--- src/rtl/ps2_kbd_rx.sv ---
// ps2_kbd_rx -- PS/2 keyboard receiver (receive only).
//
// Turns the raw PS/2 clock/data pins into byte-wide scan codes. Both pins are
// synchronised and glitch-filtered. Then the 11-bit frame (start, 8 data bits
// LSB first, odd parity, stop) is captured on filtered falling clock edges.
// A stalled frame is abandoned after TIMEOUT_US without a clock fall.
//
// Ports:
//   clk          in   system clock
//   reset_n_i    in   asynchronous active-low reset (release must be synchronous to clk)
//   ps2_clk_i    in   raw PS/2 clock pin (asynchronous, idles high)
//   ps2_data_i   in   raw PS/2 data pin (asynchronous, idles high)
//   code_o       out  last good scan code, held until the next good frame
//   strobe_o     out  one-cycle pulse: code_o updated this cycle
//   err_o        out  one-cycle pulse: frame discarded (parity/start/stop/timeout)
module ps2_kbd_rx #(
  parameter int FREQ_HZ    = 1000000,
  parameter int FILTER_LEN = 8,
  parameter int TIMEOUT_US = 2000
) (
  input  logic       clk,
  input  logic       reset_n_i,
  input  logic       ps2_clk_i,
  input  logic       ps2_data_i,
  output logic [7:0] code_o,
  output logic       strobe_o,
  output logic       err_o
);

  localparam int TIMEOUT_CYC = FREQ_HZ / 1000000 * TIMEOUT_US;
  localparam int TCW         = $clog2(TIMEOUT_CYC + 1);
  localparam int FCW         = (FILTER_LEN > 1) ? $clog2(FILTER_LEN) : 1;

  typedef enum logic [1:0] {IDLE, SHIFT, PARITY, STOP} state_t;

  // ---------------------------------------------------------------------------
  // Front end: index 0 = clock pin, index 1 = data pin.
  // ---------------------------------------------------------------------------
  logic [1:0] pin_raw;
  logic [1:0] pin_filt;

  assign pin_raw = {ps2_data_i, ps2_clk_i};

  genvar gi;
  generate
    for (gi = 0; gi < 2; gi++) begin : g_pin
      logic           sync1_q;
      logic           sync2_q;
      logic           filt_q;
      logic [FCW-1:0] cnt_q;

      // The filtered value only follows the synchroniser after FILTER_LEN
      // consecutive cycles of disagreement; any agreement restarts the count.
      always_ff @(posedge clk or negedge reset_n_i) begin
        if (!reset_n_i) begin
          sync1_q <= 1'b1;
          sync2_q <= 1'b1;
          filt_q  <= 1'b1;
          cnt_q   <= '0;
        end else begin
          sync1_q <= pin_raw[gi];
          sync2_q <= sync1_q;
          if (sync2_q == filt_q) begin
            cnt_q <= '0;
          end else if (cnt_q == FCW'(FILTER_LEN - 1)) begin
            filt_q <= sync2_q;
            cnt_q  <= '0;
          end else begin
            cnt_q <= cnt_q + 1'b1;
          end
        end
      end

      assign pin_filt[gi] = filt_q;
    end
  endgenerate

  logic clk_prev_q;
  logic fall;
  logic data_bit;

  assign fall     = clk_prev_q & ~pin_filt[0];
  assign data_bit = pin_filt[1];

  always_ff @(posedge clk or negedge reset_n_i) begin
    if (!reset_n_i) clk_prev_q <= 1'b1;
    else            clk_prev_q <= pin_filt[0];
  end

  // ---------------------------------------------------------------------------
  // Frame FSM
  // ---------------------------------------------------------------------------
  state_t         state_q,  state_d;
  logic [2:0]     bitcnt_q, bitcnt_d;
  logic [7:0]     shreg_q,  shreg_d;
  logic           par_q,    par_d;
  logic [7:0]     code_q,   code_d;
  logic           strobe_q, strobe_d;
  logic           err_q,    err_d;
  logic [TCW-1:0] tcnt_q,   tcnt_d;
  logic [TCW-1:0] tcnt_inc;

  assign tcnt_inc = tcnt_q + 1'b1;

  always_ff @(posedge clk or negedge reset_n_i) begin
    if (!reset_n_i) begin
      state_q  <= IDLE;
      bitcnt_q <= '0;
      shreg_q  <= '0;
      par_q    <= 1'b0;
      code_q   <= '0;
      strobe_q <= 1'b0;
      err_q    <= 1'b0;
      tcnt_q   <= '0;
    end else begin
      state_q  <= state_d;
      bitcnt_q <= bitcnt_d;
      shreg_q  <= shreg_d;
      par_q    <= par_d;
      code_q   <= code_d;
      strobe_q <= strobe_d;
      err_q    <= err_d;
      tcnt_q   <= tcnt_d;
    end
  end

  always_comb begin
    state_d  = state_q;
    bitcnt_d = bitcnt_q;
    shreg_d  = shreg_q;
    par_d    = par_q;
    code_d   = code_q;
    strobe_d = 1'b0;
    err_d    = 1'b0;
    tcnt_d   = (state_q == IDLE) ? '0 : tcnt_inc;

    if (fall) begin
      // A fall always wins over a simultaneous timeout.
      tcnt_d = '0;
      unique case (state_q)
        IDLE: begin
          // A high start bit is silently ignored.
          if (!data_bit) begin
            state_d  = SHIFT;
            bitcnt_d = '0;
          end
        end
        SHIFT: begin
          shreg_d  = {data_bit, shreg_q[7:1]};
          bitcnt_d = bitcnt_q + 1'b1;
          if (bitcnt_q == 3'd7) state_d = PARITY;
        end
        PARITY: begin
          par_d   = data_bit;
          state_d = STOP;
        end
        STOP: begin
          if ((^shreg_q ^ par_q) && data_bit) begin
            code_d   = shreg_q;
            strobe_d = 1'b1;
          end else begin
            err_d = 1'b1;
          end
          state_d = IDLE;
        end
        default: state_d = IDLE;
      endcase
    end else if (state_q != IDLE && tcnt_inc == TCW'(TIMEOUT_CYC)) begin
      err_d   = 1'b1;
      state_d = IDLE;
      shreg_d = '0;
      tcnt_d  = '0;
    end
  end

  assign code_o   = code_q;
  assign strobe_o = strobe_q;
  assign err_o    = err_q;

endmodule
--- config.mk ---
export PLATFORM = sky130hd
export DESIGN_NAME = ps2_kbd_rx
export DESIGN_NICKNAME = d
export VERILOG_FILES = /design/src/rtl/ps2_kbd_rx.sv
export SDC_FILE = /design/constraint.sdc
export NUM_CORES = 1
export LEC_CHECK = 0
export ABC_CLOCK_PERIOD_IN_PS = 2110
export CORE_MARGIN = 1
export CORE_UTILIZATION = 55
export CTS_CLUSTER_SIZE = 14
export DETAILED_ROUTE_END_ITERATION = 16
export PLACE_DENSITY = 0.76
export SYNTH_ARGS = -nofsm -noshare
export SYNTH_HDL_FRONTEND = slang
export SYNTH_SLANG_ARGS = --single-unit
--- constraint.sdc ---
create_clock -name clk -period 2.11 [get_ports clk]
set_input_delay 0.211 -clock clk [delete_from_list [all_inputs] [get_ports clk]]
set_output_delay 0.211 -clock clk [all_outputs]
set_load 0.01 [all_outputs]
==> flow_summary.toml, run 1 <==
[placed_design]
dp_slack_ns = 0.0479
gp_congestion = 0.802
hpwl_mm = 2.82
numPortBuffers = 13
dp.cells = 270
placed_area_mm2 = 0.00252

[sta]
slew_headroom = 0.632
hold_viol = 0
period_needed_ns = 2.03
finalSetupViolations = 0
whs_ns = 0.316
layout_setup_ws_ns = 0.0808
tightest_slew_ns = 0.552
skew_ns = 0.00856
drv_slew = 0
final.setup.tns_ns = 0
fmax_ghz = 0.493
post-route-period-util = 0.962

[finish]
fillers = 314
antenna_cells = 0
stdcell_count = 283
design_area_mm2 = 0.00267
final_common_cell = "dfrtp_1"
seq_area_mm2 = 0.00121
layout-drive-gt1-share = 0.176
multi_input_area_mm2 = 0.00107
layout_common_cells = "dfrtp_1, nand2_1, o21ai_0"
syn2layout_area_growth_pct = 15.3
layout.nets = 248
post-route-util = 0.664

[hold_path]
min_from = "ps2_clk_i"
hold_class = "in2reg"
worstHoldPathCells = 1

[floorplanning]
coreArea_mm2 = 0.00403
num_io_pins = 14
die_y_um = 66.9
die-area_mm2 = 0.00448
initial_core_util = 0.575
die_x_um = 66.9
rows = 23

[clocking]
clock_latency_ns = 0.30
cts_made_buffers = 5
clkSlewWorstSetupHoldPaths_ns = 0.08
clockRootBuffer = "clkbuf_8"
tritoncts = "yes"
clock_path_buffers = 2
cts.sinks = 48
cts_max_level = 2

[run_status]
run_status = "finished, final reports clean"

[synth]
async_flop_share = 1.00
ys_seq_elements = 48
synthCells = 209
syn-num-nets = 225
synthDistinctLibCells = 41
ys.flop_type = "dfrtp_1"
synth.cell_area_mm2 = 0.00232
syn_area_per_cell_um2 = 11.1
yosysSeqAreaShare = 0.522
yosys_warnings = 0
synth-edff-count = 0

[global_routing]
grt_max_degree = 26
grt_use_met1 = 0.261
use_met3 = 0.0497
grt_pass1_vias = 1469
met2_usage = 0.319
grt_overflow = 0
antenna_found_initial = 0
top_usage_layer = "met2"
grt_usage = 0.204
grt_pass1_wl_mm = 6.64

[setup_path]
start_kind = "flop"
cp_max_fo = 11
startpoint = "tcnt_q[2]$_DFF_PN0_"
r2r-start = "tcnt_q[2]$_DFF_PN0_"
crit_arrival_ns = 2.20
crit_path_top_delay_cell = "dfrtp_1"
crit_chain = "nand4_1 > nor4_1 > a311oi_2 > nor4_2 > buf_4 > o21ai_0"
slowest_delay_ns = 0.48
worstPathRequired_ns = 2.28
cp-end-kind = "flop"
critPathKind = "reg2reg"
reg2reg_depth = 6

[pwr]
peakVddDrop_mv = 0.477
power_mw = 2.39
p_leak_nw = 1.19
p_per_area_mw_per_mm2 = 896

[route]
drtAntennaViolNets = 0
vias_per_cell = 5.53
first_pass_iters = 4
dr_total_vias = 1565
drt-initial-drc-count = 174
drc = 0
routed_wirelength_mm = 4.04
wl_per_cell_um = 14.3

[flow_run]
cap_violations = 0
[worst max-delay path, delay by kind of cell, from the launching register on]
kind                   cells  cell delay (ns)
DFF                        1             0.48
AOI/OAI and AO/OA          2             0.24
buffers and inverters      1             0.21
and+or+nand+nor            3             0.97
[flip-flops by register name, indices dropped and copies added (netlist names)]
register and flops:
bitcnt_q 3, clk_prev_q 1, code_o 8, data_bit 1, err_o 1, g_pin.cnt_q 6
g_pin.filt_q 1, g_pin.sync1_q 2, g_pin.sync2_q 2, par_q 1, shreg_q 8, state_q 2
strobe_o 1, tcnt_q 11
[synthesized netlist by cell type (6+ instances only)]
| master | instances | share of area |
|---|---|---|
| nor2_1 | 6 | 0.0097 |
| o21ai_0 | 13 | 0.028 |
| nand2_1 | 31 | 0.050 |
| dfrtp_1 | 41 | 0.44 |
| dfstp_2 | 7 | 0.079 |
| nand3_1 | 7 | 0.015 |
| inv_1 | 6 | 0.0097 |
| xnor2_1 | 8 | 0.030 |
| nor3_1 | 8 | 0.017 |
| ha_1 | 12 | 0.065 |
| mux2_2 | 7 | 0.034 |
| and2_1 | 7 | 0.019 |
[final timing paths]
kind	slack, ns	endpoint
worst min-delay path	0.32	g_pin[0].sync1_q$_DFF_PN1_
min in group asynchronous	0.42	tcnt_q[2]$_DFF_PN0_
max in group asynchronous	1.16	code_o[0]$_DFFE_PN0P_
worst min register to register	0.36	g_pin[1].sync2_q$_DFF_PN1_
worst max-delay path	0.08	shreg_q[0]$_DFFE_PN0P_
worst max register to register	0.08	shreg_q[0]$_DFFE_PN0P_
[what timing repair did]
action / 4_1_cts / 5_1_grt
gates resized for setup: 0 / 4
endpoints found under the hold margin: 16 / 0
hold buffers: 1 / 0
setup buffers: 0 / 4
endpoints found under the setup margin: 0 / 18
[final cells by class]
type / count / area share
well taps: 50 / 0.0234
inverters: 6 / 0.00842
repair buffers: 23 / 0.0805
clock buffers: 8 / 0.0337
multi-input cells: 148 / 0.401
flip-flops and latches: 48 / 0.453
[report_power, final]
part           internal (mW)  total [mW]  switching (mW)
Sequential              1.08        1.20           0.119
Clock                  0.267       0.547           0.280
Combinational          0.278       0.646           0.368
[layer usage]
metal  up-vias  routed length (um)
li1        767                   -
met1       762                1910
met4         0                  73
met5         -                   0
met3         7                 131
met2        29                1930
[logic make-up (layout without fill, tap and decap cells)]
| family | after synthesis | in the layout | share of synthesized area |
|---|---|---|---|
| DFF | 48 | 48 | 0.522 |
| muxes | 11 | 11 | 0.0572 |
| AOI/OAI and AO/OA | 26 | 26 | 0.0691 |
| and+or+nand+nor | 84 | 84 | 0.194 |
| buffers and inverters | 13 | 37 | 0.0243 |
| adders and majority gates | 12 | 12 | 0.0648 |
| xor gates and xnor gates | 15 | 15 | 0.0685 |
Power figures use the tool's default switching activity.
==> run 2, diff against run 1 <==
CORE_ASPECT_RATIO = 1.75   (was default)
==> run 2 against run 1 <==
Effect of this change:
- cell area is 1.1% lower
- sequential power hardly changed
- clock skew is 0.0043 ns lower
- maximum frequency is 0.24% lower
- worst setup slack worse by 0.0048 ns
- flip-flop and latch count stayed put
- first-iteration DRC count is 89% lower
- non-clock buffer count is 2 lower
- die area is 0.23% higher
- count of clock-buffer cells in the layout is 2 lower
- combinational power is 2% higher
- critical path type unchanged
- largest cell class unchanged
==> flow_summary.toml, run 2 (synthesis gave the netlist of run 1 again) <==
[hold_path]
hold_class = "in2async"

[clocking]
clkSlewWorstSetupHoldPaths_ns = 0.09
cts_max_level = 2
clockRootBuffer = "clkbuf_8"
tritoncts = "yes"
clock_latency_ns = 0.29
cts.sinks = 48
clock_path_buffers = 2
hold_buffers = 0
cts_made_buffers = 5

[run_status]
run_status = "finished, final reports clean"

[setup_path]
slowest_delay_ns = 0.50
crit_path_top_delay_cell = "dfrtp_1"
crit_chain = "nand4_1 > buf_4 > nor4_2 > a311oi_2 > nor4_1 > buf_4 > o21ai_0"
start_kind = "flop"
worstReg2RegEnd = "shreg_q[4]$_DFFE_PN0P_"
crit_arrival_ns = 2.21
reg2reg_depth = 7
worstPathRequired_ns = 2.28
cp-end-kind = "flop"
r2r-start = "tcnt_q[2]$_DFF_PN0_"
critPathKind = "reg2reg"
r2r_slack_ns = 0.08
path_common_cell = "buf_4"
cp_max_fo = 11

[finish]
final_common_cell = "dfrtp_1"
layout-drive-gt1-share = 0.177
layout.nets = 246
top_register = "tcnt_q"
layout_common_cells = "dfrtp_1, nand2_1, o21ai_0"
syn2layout_area_growth_pct = 14.1
largest_register_ff_count = 11
antenna_cells = 0

[global_routing]
grt_pass1_vias = 1690
grt_overflow = 0
antenna_found_initial = 0
grt_pass1_wl_mm = 7.49
grt_max_degree = 42
grt_usage = 0.223

[route]
first_pass_iters = 4
drtAntennaViolNets = 0
drc = 0
vias_per_cell = 5.72
drt-initial-drc-count = 19
wl_per_cell_um = 15.6
routed_wirelength_mm = 4.36
dr_total_vias = 1595

[floorplanning]
die_y_um = 87.9
coreArea_mm2 = 0.00394
num_io_pins = 14
rows = 30
die-area_mm2 = 0.00449
initial_core_util = 0.588
die_x_um = 51.1

[placed_design]
gp_congestion = 0.870
hpwl_mm = 3.14
numPortBuffers = 13

[sta]
fmax_ghz = 0.492
finalSetupViolations = 0
drv_slew = 0
period_needed_ns = 2.03
slew_headroom = 0.416
whs_ns = 0.0266
tightest_slew_ns = 0.876
post-route-period-util = 0.964
hold_viol = 0
skew_ns = 0.00428
final.setup.tns_ns = 0

[flow_run]
cap_violations = 0

[pwr]
p_leak_nw = 1.17
p_per_area_mw_per_mm2 = 903
peakVddDrop_mv = 0.737
==> run 2: critical path, delay by kind of cell (launching register included) <==
| kind | cells | cell delay [ns] |
|---|---|---|
| and+or+nand+nor | 3 | 0.78 |
| AOI/OAI and AO/OA | 2 | 0.24 |
| buffers and inverters | 2 | 0.39 |
| DFF | 1 | 0.50 |
==> run 2: worst max path at each step <==
stage,startpoint,endpoint,slack [ns],cells past startpoint
floorplan,tcnt_q[0]$_DFF_PN0_,shreg_q[1]$_DFFE_PN0P_,0.22,8
global placement,tcnt_q[1]$_DFF_PN0_,tcnt_q[8]$_DFF_PN0_,0.15,6
detailed placement,tcnt_q[1]$_DFF_PN0_,tcnt_q[8]$_DFF_PN0_,0.01,6
CTS,tcnt_q[1]$_DFF_PN0_,shreg_q[4]$_DFFE_PN0P_,0.02,7
global route,tcnt_q[2]$_DFF_PN0_,shreg_q[4]$_DFFE_PN0P_,-0.06,7
finish,tcnt_q[2]$_DFF_PN0_,shreg_q[4]$_DFFE_PN0P_,0.08,7
==> run 2: through the flow <==
| stage | util | worst slack, ns | instance area, um2 | power [mW] | instances |
|---|---|---|---|---|---|
| floorplan | - | 0.216 | 2320 | 1.68 | 209 |
| global placement | 0.638 | 0.152 | 2510 | 1.81 | 269 |
| CTS | 0.661 | 0.0182 | 2610 | 2.39 | 277 |
| finish | 0.671 | 0.0760 | 2650 | 2.39 | 279 |
| global route | 0.671 | -0.0641 | 2650 | 2.55 | 279 |
| detailed placement | 0.638 | 0.0101 | 2510 | 1.87 | 269 |
==> run 2: cell type report <==
class	count	area [um2]
well taps	48	60.1
flip-flops and latches	48	1210
multi-input cells	148	1080
clock buffers	6	72.6
repair buffers	21	185
fillers	322	1300
clock inverters	2	12.5
inverters	6	22.5
==> run 2: repair_timing <==
action                     in CTS  in global routing
pin swaps                       0                  2
resized for setup               1                  4
setup endpoints to repair       2                 18
buffers inserted                0                  2
==> run 2: per-layer routing <==
layer / vias to the layer above / share of wire / global-route usage
met4: 0 / 0.017 / 0.0934
met1: 800 / 0.40 / 0.240
li1: 761 / - / -
met5: - / 0 / 0
met3: 7 / 0.022 / 0.0399
met2: 27 / 0.56 / 0.416
==> run 2: where the power goes <==
group	internal, mW	switching [mW]	total, mW
Clock	0.232	0.292	0.523
Sequential	1.08	0.125	1.21
Combinational	0.273	0.384	0.657
Total	1.59	0.800	2.39
